**src/rtl/fft_r2_sequencer_if.sv**
```systemverilog
// Op bus between the FFT sequencer and the shared butterfly/RAM datapath.
// The sequencer drives the op fields; the datapath returns op_ready and one wb_ack per retired op.
interface fft_r2_sequencer_if #(
    parameter int LOG2_NS = 3
);
    localparam int TW = (LOG2_NS > 1) ? LOG2_NS - 1 : 1;

    logic               op_valid;
    logic               op_ready;
    logic               op_swap;
    logic [LOG2_NS-1:0] addr_a;
    logic [LOG2_NS-1:0] addr_b;
    logic [TW-1:0]      tw_idx;
    logic               tw_conj;
    logic [LOG2_NS-1:0] stage;
    logic               wb_ack;

    modport master (
        output op_valid, op_swap, addr_a, addr_b, tw_idx, tw_conj, stage,
        input  op_ready, wb_ack
    );

    modport slave (
        input  op_valid, op_swap, addr_a, addr_b, tw_idx, tw_conj, stage,
        output op_ready, wb_ack
    );
endinterface

```
**src/rtl/fft_r2_sequencer.sv**
```systemverilog
// Address/twiddle sequencer for an in-place radix-2 DIT FFT: one butterfly op per accepted handshake.
// Optional macro FFT_SEQ_BITREV_EN adds a bit-reverse swap pass (BITREV) ahead of stage 0.
module fft_r2_sequencer #(
    parameter int LOG2_NS = 3,
    parameter int NS      = 8
) (
    input  logic clk,
    input  logic rst,
    input  logic start,
    input  logic inverse,
    output logic busy,
    output logic done,
    fft_r2_sequencer_if.master op_if
);
    localparam int PW = LOG2_NS + 1;
    localparam int TW = (LOG2_NS > 1) ? LOG2_NS - 1 : 1;
    localparam logic [PW-1:0]      HALF_PTS   = PW'(NS / 2);
    localparam logic [LOG2_NS-1:0] LAST_STAGE = LOG2_NS'(LOG2_NS - 1);

    typedef enum logic [2:0] {
        S_IDLE    = 3'd0,
        S_BITREV  = 3'd1,
        S_BRDRAIN = 3'd2,
        S_RUN     = 3'd3,
        S_DRAIN   = 3'd4,
        S_DONE    = 3'd5
    } state_t;

`ifdef FFT_SEQ_BITREV_EN
    localparam logic [PW-1:0] ALL_PTS     = PW'(NS);
    localparam state_t        FIRST_STATE = S_BITREV;
`else
    localparam state_t        FIRST_STATE = S_RUN;
`endif

    function automatic logic [LOG2_NS-1:0] bit_rev(input logic [LOG2_NS-1:0] v);
        logic [LOG2_NS-1:0] r;
        r = '0;
        for (int b = 0; b < LOG2_NS; b++) begin
            r[b] = v[LOG2_NS-1-b];
        end
        return r;
    endfunction

    // Upper-leg address: group g of width 2*half, offset j within the group.
    function automatic logic [LOG2_NS-1:0] bfly_addr_a(input logic [LOG2_NS-1:0] k,
                                                       input logic [LOG2_NS-1:0] s);
        logic [LOG2_NS-1:0] j;
        logic [LOG2_NS-1:0] g;
        j = k & ((LOG2_NS'(1) << s) - LOG2_NS'(1));
        g = k >> s;
        return (g << (s + LOG2_NS'(1))) + j;
    endfunction

    function automatic logic [TW-1:0] bfly_tw(input logic [LOG2_NS-1:0] k,
                                              input logic [LOG2_NS-1:0] s);
        logic [LOG2_NS-1:0] j;
        logic [LOG2_NS-1:0] t;
        j = k & ((LOG2_NS'(1) << s) - LOG2_NS'(1));
        t = j << (LOG2_NS'(LOG2_NS - 1) - s);
        return t[TW-1:0];
    endfunction

    state_t             state_r, next_state_s;
    logic [PW-1:0]      ptr_r, ptr_s;
    logic [LOG2_NS-1:0] ptr_k_s;
    logic [LOG2_NS-1:0] stage_r, stage_s;
    logic [PW-1:0]      outstanding_r;
    logic               conj_r;
    logic               busy_r, busy_s;
    logic               done_r, done_s;
    logic               op_valid_r, op_valid_s;
    logic               op_swap_r, op_swap_s;
    logic [LOG2_NS-1:0] addr_a_r, addr_a_s;
    logic [LOG2_NS-1:0] addr_b_r, addr_b_s;
    logic [TW-1:0]      tw_idx_r, tw_idx_s;
    logic               accept_s;
    logic               slot_free_s;
    logic               drained_s;

    assign accept_s    = op_valid_r && op_if.op_ready;
    assign slot_free_s = !op_valid_r || op_if.op_ready;
    assign drained_s   = (outstanding_r == '0);
    assign ptr_k_s     = ptr_r[LOG2_NS-1:0];

    // State register.
    always_ff @(posedge clk) begin
        if (rst) begin
            state_r <= S_IDLE;
        end else begin
            state_r <= next_state_s;
        end
    end

    // Next-state logic; a pass ends once its pointer is exhausted and the last op has left the slot.
    always_comb begin
        next_state_s = state_r;
        case (state_r)
            S_IDLE: begin
                if (start) next_state_s = FIRST_STATE;
                else       next_state_s = S_IDLE;
            end
            S_BITREV: begin
`ifdef FFT_SEQ_BITREV_EN
                if ((ptr_r == ALL_PTS) && slot_free_s) next_state_s = S_BRDRAIN;
                else                                   next_state_s = S_BITREV;
`else
                next_state_s = S_IDLE;
`endif
            end
            S_BRDRAIN: begin
                if (drained_s) next_state_s = S_RUN;
                else           next_state_s = S_BRDRAIN;
            end
            S_RUN: begin
                if ((ptr_r == HALF_PTS) && slot_free_s) next_state_s = S_DRAIN;
                else                                    next_state_s = S_RUN;
            end
            S_DRAIN: begin
                if (!drained_s)                  next_state_s = S_DRAIN;
                else if (stage_r == LAST_STAGE)  next_state_s = S_DONE;
                else                             next_state_s = S_RUN;
            end
            S_DONE:  next_state_s = S_IDLE;
            default: next_state_s = S_IDLE;
        endcase
    end

    // Output logic: next values of op fields, pass pointer and stage; fields are held while stalled.
    always_comb begin
        op_valid_s = op_valid_r;
        op_swap_s  = op_swap_r;
        addr_a_s   = addr_a_r;
        addr_b_s   = addr_b_r;
        tw_idx_s   = tw_idx_r;
        ptr_s      = ptr_r;
        stage_s    = stage_r;
        busy_s     = (next_state_s != S_IDLE) && (next_state_s != S_DONE);
        done_s     = (next_state_s == S_DONE);
        case (state_r)
            S_IDLE: begin
                ptr_s = '0;
                if (start) stage_s = '0;
                else       stage_s = stage_r;
            end
            S_BITREV: begin
`ifdef FFT_SEQ_BITREV_EN
                if (!slot_free_s) begin
                    op_valid_s = 1'b1;
                end else if (ptr_r == ALL_PTS) begin
                    op_valid_s = 1'b0;
                    ptr_s      = '0;
                end else begin
                    ptr_s = ptr_r + PW'(1);
                    // Each pair is swapped once, from its smaller index; the rest are skipped.
                    if (ptr_k_s < bit_rev(ptr_k_s)) begin
                        op_valid_s = 1'b1;
                        op_swap_s  = 1'b1;
                        addr_a_s   = ptr_k_s;
                        addr_b_s   = bit_rev(ptr_k_s);
                        tw_idx_s   = '0;
                    end else begin
                        op_valid_s = 1'b0;
                    end
                end
`else
                op_valid_s = 1'b0;
                ptr_s      = '0;
`endif
            end
            S_RUN: begin
                if (!slot_free_s) begin
                    op_valid_s = 1'b1;
                end else if (ptr_r == HALF_PTS) begin
                    op_valid_s = 1'b0;
                    ptr_s      = '0;
                end else begin
                    ptr_s      = ptr_r + PW'(1);
                    op_valid_s = 1'b1;
                    op_swap_s  = 1'b0;
                    addr_a_s   = bfly_addr_a(ptr_k_s, stage_r);
                    addr_b_s   = bfly_addr_a(ptr_k_s, stage_r) + (LOG2_NS'(1) << stage_r);
                    tw_idx_s   = bfly_tw(ptr_k_s, stage_r);
                end
            end
            S_DRAIN: begin
                op_valid_s = 1'b0;
                ptr_s      = '0;
                if (drained_s && (stage_r != LAST_STAGE)) stage_s = stage_r + LOG2_NS'(1);
                else                                      stage_s = stage_r;
            end
            default: begin
                op_valid_s = 1'b0;
                ptr_s      = '0;
            end
        endcase
    end

    // Output and pointer registers.
    always_ff @(posedge clk) begin
        if (rst) begin
            busy_r     <= 1'b0;
            done_r     <= 1'b0;
            op_valid_r <= 1'b0;
            op_swap_r  <= 1'b0;
            addr_a_r   <= '0;
            addr_b_r   <= '0;
            tw_idx_r   <= '0;
            ptr_r      <= '0;
            stage_r    <= '0;
        end else begin
            busy_r     <= busy_s;
            done_r     <= done_s;
            op_valid_r <= op_valid_s;
            op_swap_r  <= op_swap_s;
            addr_a_r   <= addr_a_s;
            addr_b_r   <= addr_b_s;
            tw_idx_r   <= tw_idx_s;
            ptr_r      <= ptr_s;
            stage_r    <= stage_s;
        end
    end

    // Ops in flight in the datapath; a stray writeback with nothing outstanding is dropped.
    always_ff @(posedge clk) begin
        if (rst) begin
            outstanding_r <= '0;
        end else begin
            case ({accept_s, op_if.wb_ack})
                2'b10:   outstanding_r <= outstanding_r + PW'(1);
                2'b01:   outstanding_r <= drained_s ? outstanding_r : outstanding_r - PW'(1);
                default: outstanding_r <= outstanding_r;
            endcase
        end
    end

    // Transform direction, latched only when a start is accepted.
    always_ff @(posedge clk) begin
        if (rst) begin
            conj_r <= 1'b0;
        end else if ((state_r == S_IDLE) && start) begin
            conj_r <= inverse;
        end else begin
            conj_r <= conj_r;
        end
    end

    assign busy           = busy_r;
    assign done           = done_r;
    assign op_if.op_valid = op_valid_r;
    assign op_if.op_swap  = op_swap_r;
    assign op_if.addr_a   = addr_a_r;
    assign op_if.addr_b   = addr_b_r;
    assign op_if.tw_idx   = tw_idx_r;
    assign op_if.tw_conj  = conj_r;
    assign op_if.stage    = stage_r;
endmodule

```
**src/flat_wrapper.sv**
```systemverilog
// flat-port wrapper written by rule: the top's interface ports become plain ports
module fft_r2_sequencer_flat 
#(
    parameter int LOG2_NS = 3,
    parameter int NS      = 8
)
  (clk, rst, start, inverse, busy, done, op_if_op_valid, op_if_op_swap, op_if_addr_a, op_if_addr_b, op_if_tw_idx, op_if_tw_conj, op_if_stage, op_if_op_ready, op_if_wb_ack);
  fft_r2_sequencer_if #(.LOG2_NS(LOG2_NS)) op_if_i ();
  input  logic clk;
  input  logic rst;
  input  logic start;
  input  logic inverse;
  output logic busy;
  output logic done;
  output wire logic [$bits(op_if_i.op_valid)-1:0] op_if_op_valid;
  output wire logic [$bits(op_if_i.op_swap)-1:0] op_if_op_swap;
  output wire logic [$bits(op_if_i.addr_a)-1:0] op_if_addr_a;
  output wire logic [$bits(op_if_i.addr_b)-1:0] op_if_addr_b;
  output wire logic [$bits(op_if_i.tw_idx)-1:0] op_if_tw_idx;
  output wire logic [$bits(op_if_i.tw_conj)-1:0] op_if_tw_conj;
  output wire logic [$bits(op_if_i.stage)-1:0] op_if_stage;
  input wire logic [$bits(op_if_i.op_ready)-1:0] op_if_op_ready;
  input wire logic [$bits(op_if_i.wb_ack)-1:0] op_if_wb_ack;
  assign op_if_op_valid = op_if_i.op_valid;
  assign op_if_op_swap = op_if_i.op_swap;
  assign op_if_addr_a = op_if_i.addr_a;
  assign op_if_addr_b = op_if_i.addr_b;
  assign op_if_tw_idx = op_if_i.tw_idx;
  assign op_if_tw_conj = op_if_i.tw_conj;
  assign op_if_stage = op_if_i.stage;
  assign op_if_i.op_ready = op_if_op_ready;
  assign op_if_i.wb_ack = op_if_wb_ack;
  fft_r2_sequencer #(.LOG2_NS(LOG2_NS), .NS(NS)) u_core (.clk(clk), .rst(rst), .start(start), .inverse(inverse), .busy(busy), .done(done), .op_if(op_if_i));
endmodule
```
**config.mk**
```make
export PLATFORM = sky130hd
export DESIGN_NAME = fft_r2_sequencer_flat
export DESIGN_NICKNAME = d
export VERILOG_FILES = /design/src/rtl/fft_r2_sequencer_if.sv /design/src/rtl/fft_r2_sequencer.sv /design/src/flat_wrapper.sv
export SDC_FILE = /design/constraint.sdc
export NUM_CORES = 1
export LEC_CHECK = 0
export ABC_AREA = 1
export CAP_MARGIN = 20
export CORE_UTILIZATION = 49
export CTS_CLUSTER_SIZE = 30
export DETAILED_ROUTE_END_ITERATION = 8
export HOLD_SLACK_MARGIN = 0.05
export PLACE_DENSITY = 0.79
export SLEW_MARGIN = 20
export SYNTH_ARGS = -nofsm -noshare
export SYNTH_HDL_FRONTEND = slang
export SYNTH_SLANG_ARGS = --single-unit
export TNS_END_PERCENT = 10
```
**constraint.sdc**
```tcl
create_clock -name clk -period 3.1 [get_ports clk]
set_clock_uncertainty 0.05 [all_clocks]
set_input_delay 0.31 -clock clk [delete_from_list [all_inputs] [get_ports clk]]
set_output_delay 0.31 -clock clk [all_outputs]
set_load 0.1 [all_outputs]
```
==> impl_metrics.toml <==
[outcome]
status = "complete, no violations"

[grt]
grt_pass1_wl_mm = 5.671
grt.total_usage_pct = 21.29
use_met3_pct = 5.677
antenna_found_initial = 0
grt_max_degree = 16
met2_usage_pct = 34.99
busiest_layer = "met2"
overflow = 0
grt_pass1_vias = 1321
grtUsageMet1_pct = 27.95

[placed_design]
dpl.hpwl_mm = 2.501
dp.cells = 280
portBuffers = 20
place.gp.congestion = 0.8317
pre_cts_slack_ns = 0.08973

[setup_path]
r2r-start = "u_core.op_if.stage[0]$_SDFFE_PP0P_"
worstPathMaxFanout = 5
startpoint = "u_core.op_if.stage[0]$_SDFFE_PP0P_"
endpoint_kind = "flop"
r2r_end = "u_core.op_if.addr_b[2]$_SDFFE_PP0P_"
setup.worst_path.end = "u_core.op_if.addr_b[2]$_SDFFE_PP0P_"
r2r_slack_ns = 0.14
cp_data_required_time_ns = 3.28
worstPathArrival_ns = 3.14
critPathLaunchType = "flop"
critPathKind = "reg2reg"
r2r_cells = 15

[synthesis]
syn_nets = 237
synth_top_area_share_pct = 32.42
synthArstFlopShare_pct = 0
yosysSeqAreaShare_pct = 32.42
ys_ff_latch = 26
synth_edf_count = 0
synthCells = 217
synth_cell_types = 33
synth_commonest_cells = "inv_1 (32), nand2_1 (27), dfxtp_1 (26), nor2_1 (25), nand3_1 (15)"
synth_compound_area_share_pct = 14.89
yosys.area_share.simple_pct = 26.58
syn_area_per_cell_um2 = 7.398
synthFlopType = "dfxtp_1"
yosysTopAreaCell = "dfxtp_1"
synth.area.top_cells = "dfxtp_1 (32%), ha_1 (8.6%), inv_1 (7.5%)"
synth.yosys.warnings = 0
syn_area_um2 = 1605
synth-xor-area-share_pct = 2.182
synthMuxAreaShare_pct = 0
synthMostInstantiatedCell = "inv_1"
synth_top_family_by_area = "simple AND/OR/NAND/NOR gates"
synthAdderAreaFrac_pct = 12.31

[power_and_ir_drop]
clockPowerShare_pct = 19.3
p_sw_uw = 512.5
switching_share_pct = 42.60
p_leak_uw = 0.0009105
p_int_uw = 690.4
power_frac_comb_pct = 45.8
p_per_area_nw_per_um2 = 599.4
max-vdd-ir-drop_mv = 0.4099
seqPwrFrac_pct = 34.9

[die]
die_h_um = 59.24
start_util_pct = 52.15
die_x_um = 59.24
die_area_um2 = 3509
core.rowCount = 20
core_um2 = 3078
io_pins = 22

[timing]
whs_ns = 0.4251
layout_setup_ws_ns = 0.1405
slew_headroom_pct = 34.88
setup_viol = 0
fin_crit_ns = 2.960
max_freq_mhz = 337.9
slew_violations = 0
hold_viol = 0
tightest_slew_ns = 0.9738
fin_crit_sh_pct = 95.47

[finish]
drive_above_1_share_pct = 23.08
num-nets-final = 268
antenna_cells = 0
fin_cells = 291
area_delta_synth_final_pct = 25.02

[routing]
drt-total-wl_mm = 3.321
vias_per_cell = 5.010
wire_per_inst_um = 11.41
drc = 0
firstDrtPassIters = 4
ant_nets = 0
dr.first_iter.drc_count = 55
vias = 1458

[clock_network]
clockRootBuffer = "clkbuf_4"
tritoncts = "built"
clock-sinks = 26
clk_pin_slew_ns = 0.15
cts_max_level = 1
cts_max_path_buffers = 2
cts_buffers = 3
clkLatencyLatePin_ns = 0.33

[run]
maxCapViolCount = 0

[worst_hold_path]
hold_class = "reg2reg"
stage by stage:
step / total power, uW / area, um2 / TNS [ns] / utilization [%]
final: 1203 / 2007 / 0 / 65.20
after global routing: 1292 / 2007 / -0.01788 / 65.20
after CTS: 1181 / 1914 / 0 / 62.20
after detailed placement: 942.4 / 1862 / 0 / 60.49
after global placement: 934.4 / 1862 / 0 / 60.49
after floorplan: 835.1 / 1619 / 0 / -
cells in the final DEF (no fill, tap or decap):
cell and instances:
a2111oi_0 1, a211oi_1 5, a21oi_1 13, a21oi_2 1
a41oi_1 1, buf_4 15, bufinv_16 1, clkbuf_4 3
clkdlybuf4s50_1 16, conb_1 1, dfxtp_1 23, dfxtp_2 1
dfxtp_4 2, fa_1 3, ha_1 9, ha_4 2
inv_1 31, inv_2 8, inv_6 1, nand2_1 26
nand2_2 8, nand3_1 15, nand3_2 1, nand4_1 3
nor2_1 23, nor2_2 3, nor2_4 4, nor3_1 1
nor3_2 2, o2111ai_1 1, o21a_1 1, o21ai_0 10
o21ai_1 2, o21ai_2 3, o21bai_1 1, or2_2 1
or2_4 1, xor2_1 4
routing by layer:
layer	vias up	routed length, um
met5	-	0
met4	0	23
met3	4	104
met2	35	1643
met1	663	1548
li1	756	-
area by class of cell:
class | instances | area, um2
tap | 44 | 55.05
clock buffer | 3 | 22.52
clock inverter | 1 | 30.03
fill | 283 | 1071
multi-input combinational | 146 | 942.2
sequential | 26 | 529.3
timing repair buffer | 31 | 272.8
inverter | 40 | 155.1
power groups by stage:
stage,clock (uW),sequential (uW),combinational [uW]
2_1_floorplan,0,555,280
3_5_place_dp,0,428,515
5_1_grt,254,427,611
4_1_cts,243,420,518
6_report,232,420,551
3_3_place_gp,0,425,509
worst max-delay path, cell delays in order (launching register included):
cell	delay [ns]
dfxtp_4	0.43
buf_4	0.12
ha_1	0.14
nand2_1	0.07
ha_1	0.30
or2_4	0.26
fa_1	0.52
inv_1	0.07
fa_1	0.38
inv_1	0.07
xor2_1	0.17
inv_1	0.06
nand2_1	0.06
nand3_1	0.06
nand2_1	0.07
inv_1	0.03
registers in the layout (all words and copies together), names as in the netlist:
register / flops
u_core.op_if.addr_a: 3
u_core.busy: 1
u_core.op_if.stage: 3
u_core.op_if.tw_idx: 2
u_core.ptr_r: 4
u_core.op_if.op_valid: 1
u_core.state_r: 3
u_core.done: 1
u_core.outstanding_r: 4
u_core.op_if.addr_b: 3
u_core.op_if.tw_conj: 1
kinds of logic (layout without fill, tap and decap cells):
group	after synthesis	count (layout)
fa+ha+maj	14	14
simple gates	88	88
compound gates	39	39
xor+xnor	4	4
buf+inv	45	75
flops	26	26
other cells	1	1
worst min path at each step:
| stage | start | cells after the start | end |
|---|---|---|---|
| 4_1_cts | u_core.op_if.tw_conj$_SDFFE_PP0P_ | 2 | u_core.op_if.tw_conj$_SDFFE_PP0P_ |
| 5_1_grt | u_core.outstanding_r[0]$_SDFFE_PP0P_ | 1 | u_core.outstanding_r[0]$_SDFFE_PP0P_ |
| 3_5_place_dp | u_core.op_if.tw_conj$_SDFFE_PP0P_ | 2 | u_core.op_if.tw_conj$_SDFFE_PP0P_ |
| 2_1_floorplan | u_core.outstanding_r[0]$_SDFFE_PP0P_ | 1 | u_core.outstanding_r[0]$_SDFFE_PP0P_ |
| 6_report | u_core.op_if.tw_conj$_SDFFE_PP0P_ | 2 | u_core.op_if.tw_conj$_SDFFE_PP0P_ |
| 3_3_place_gp | u_core.op_if.tw_conj$_SDFFE_PP0P_ | 2 | u_core.op_if.tw_conj$_SDFFE_PP0P_ |
timing repair:
action / in CTS / in global routing
hold buffers: 0 / 0
buffers inserted: 0 / 7
setup endpoints to repair: 0 / 1
resized for setup: 0 / 8
Note: power is estimated with default switching activity, not from simulation.
==> patch (same flow settings) <==
`LOG2_NS` is set to 3 in 3 places; all go to 4.
--- a/src/rtl/fft_r2_sequencer_if.sv
+++ b/src/rtl/fft_r2_sequencer_if.sv
@@ -1,7 +1,7 @@
 // Op bus between the FFT sequencer and the shared butterfly/RAM datapath.
 // The sequencer drives the op fields; the datapath returns op_ready and one wb_ack per retired op.
 interface fft_r2_sequencer_if #(
-    parameter int LOG2_NS = 3
+    parameter int LOG2_NS = 4
 );
     localparam int TW = (LOG2_NS > 1) ? LOG2_NS - 1 : 1;
 
--- a/src/rtl/fft_r2_sequencer.sv
+++ b/src/rtl/fft_r2_sequencer.sv
@@ -1,7 +1,7 @@
 // Address/twiddle sequencer for an in-place radix-2 DIT FFT: one butterfly op per accepted handshake.
 // Optional macro FFT_SEQ_BITREV_EN adds a bit-reverse swap pass (BITREV) ahead of stage 0.
 module fft_r2_sequencer #(
-    parameter int LOG2_NS = 3,
+    parameter int LOG2_NS = 4,
     parameter int NS      = 8
 ) (
     input  logic clk,
--- a/src/flat_wrapper.sv
+++ b/src/flat_wrapper.sv
@@ -1,7 +1,7 @@
 // flat-port wrapper written by rule: the top's interface ports become plain ports
 module fft_r2_sequencer_flat 
 #(
-    parameter int LOG2_NS = 3,
+    parameter int LOG2_NS = 4,
     parameter int NS      = 8
 )
   (clk, rst, start, inverse, busy, done, op_if_op_valid, op_if_op_swap, op_if_addr_a, op_if_addr_b, op_if_tw_idx, op_if_tw_conj, op_if_stage, op_if_op_ready, op_if_wb_ack);
Interface: changed (resized op_if_addr_a, op_if_addr_b, op_if_stage and op_if_tw_idx); port bits go from 22 to 26. The function was not compared with the original's and may differ.
==> patch against the unedited design <==
- routed wire length grew 40%
- critical path depth rose by 1
- final area is 27% higher
- area after synthesis up 27%
- setup slack worse by 0.012 ns
- hold slack lost 0.0055 ns
- highest routed layer unchanged
- largest power group unchanged
- critical path type unchanged
- sequential share of layout area decreased by 0.77 points
- total power rose by 19%
- via count grew 30%
- sequential cell count rose by 6
==> patch: results (changes against the unedited design) <==
[critical_path]
reg2reg_from=u_core.op_if.stage[1]  ; was u_core.op_if.stage[0]
worstPathArrival_ns=3.11  ; was 3.14 ns
rr_worst_depth=16  ; was 15

[route]
dr_wl_met2_um=2200  ; was 1640 µm
wl_met1_um=2130  ; was 1550 µm

[global_routing]
use_met1_pct=26.7  ; was 28.0%
grt_max_degree=19  ; was 16
grt_pass1_wl_um=7340  ; was 5670 µm
grt.total_usage_pct=22.3  ; was 21.3%
grt_pass1_vias=1705  ; was 1321
use_met2_pct=37.4  ; was 35.0%

[placed_design]
gp_congestion=0.907  ; was 0.832
placed_area_um2=2350  ; was 1860 µm²

[cts]
clk_latency_ns=0.29  ; was 0.33 ns
h-tree-depth=2  ; was 1

[final_layout]
finalNetCount=339  ; was 268
regArea_um2=653  ; was 529 µm²
nFillCells=352  ; was 283
layout-drive-gt1-share_pct=19.9  ; was 23.1%

[synth]
synth_compound_area_share_pct=15.0  ; was 14.9%
synth_area_leaders=dfxtp_1 (31%), nand2_1 (9.4%), ha_1 (8.6%), a21oi_1 (7.4%), inv_1 (6.8%)  ; was dfxtp_1 (32%), ha_1 (8.6%), inv_1 (7.5%), nand2_1 (6.3%), nor2_1 (5.8%)
synthAdderAreaFrac_pct=11.5  ; was 12.3%
synthTopCellsByCount=nand2_1 (51), inv_1 (37), dfxtp_1 (32)  ; was inv_1 (32), nand2_1 (27), dfxtp_1 (26)
seq_area_frac_synth_pct=31.4  ; was 32.4%

[power]
vdd_drop_max_uv=369  ; was 410 µV

[status]
status=completed  ; unchanged

[hold_path]
hold_start=u_core.outstanding_r[4]  ; was u_core.op_if.tw_conj

==> patch: cell types whose count changed after synthesis, moves of 5 or more <==
cell     before  now
nand2_1      27   51
nand3_2       1   10
a21oi_1      13   30
inv_1        32   37
dfxtp_1      26   32
nand3_1      15   10
==> patch: where the power goes <==
part           total, mW  switching [mW]  internal, mW
registers          0.503          0.0449         0.458
logic              0.623           0.400         0.223
clock network      0.304           0.152         0.152
total               1.43           0.596         0.833
==> patch: through the flow <==
step | total power [mW] | setup slack (ns) | cells
after floorplan | 0.960 | 0.00714 | 280
after global placement | 1.06 | 0.184 | 354
after detailed placement | 1.07 | 0.00645 | 354
after CTS | 1.38 | 0.0755 | 364
after global routing | 1.52 | -0.0590 | 366
final | 1.43 | 0.129 | 366
==> patch: worst max-delay path by stage <==
stage | start | to | slack, ns | cells after the start
CTS | u_core.op_if.stage[1] | u_core.op_if.addr_b[3] | 0.08 | 17
floorplan | u_core.op_if.stage[1] | u_core.op_if.addr_b[3] | 0.007 | 17
global placement | u_core.op_if.stage[0] | u_core.op_if.addr_b[3] | 0.18 | 17
detailed placement | u_core.op_if.stage[0] | u_core.op_if.addr_b[3] | 0.006 | 17
finish | u_core.op_if.stage[1] | u_core.op_if.addr_b[3] | 0.13 | 16
global route | u_core.op_if.stage[1] | u_core.op_if.addr_b[3] | -0.06 | 17
==> patch: cell type report <==
type	count	share of cell area (%)
multi-input cells	200	50.3
flip-flops and latches	32	25.6
repair buffers	36	12.5
inverters	41	6.13
clock buffers	6	2.84
well taps	50	2.45
clock inverters	1	0.196
==> patch: timing repair <==
action | CTS | global route
hold buffers | 0 | 0
setup buffers | 3 | 2
endpoints found under the setup margin | 1 | 1
endpoints found under the hold margin | 0 | 0
gates resized for setup | 0 | 14
pin swaps | 0 | 4
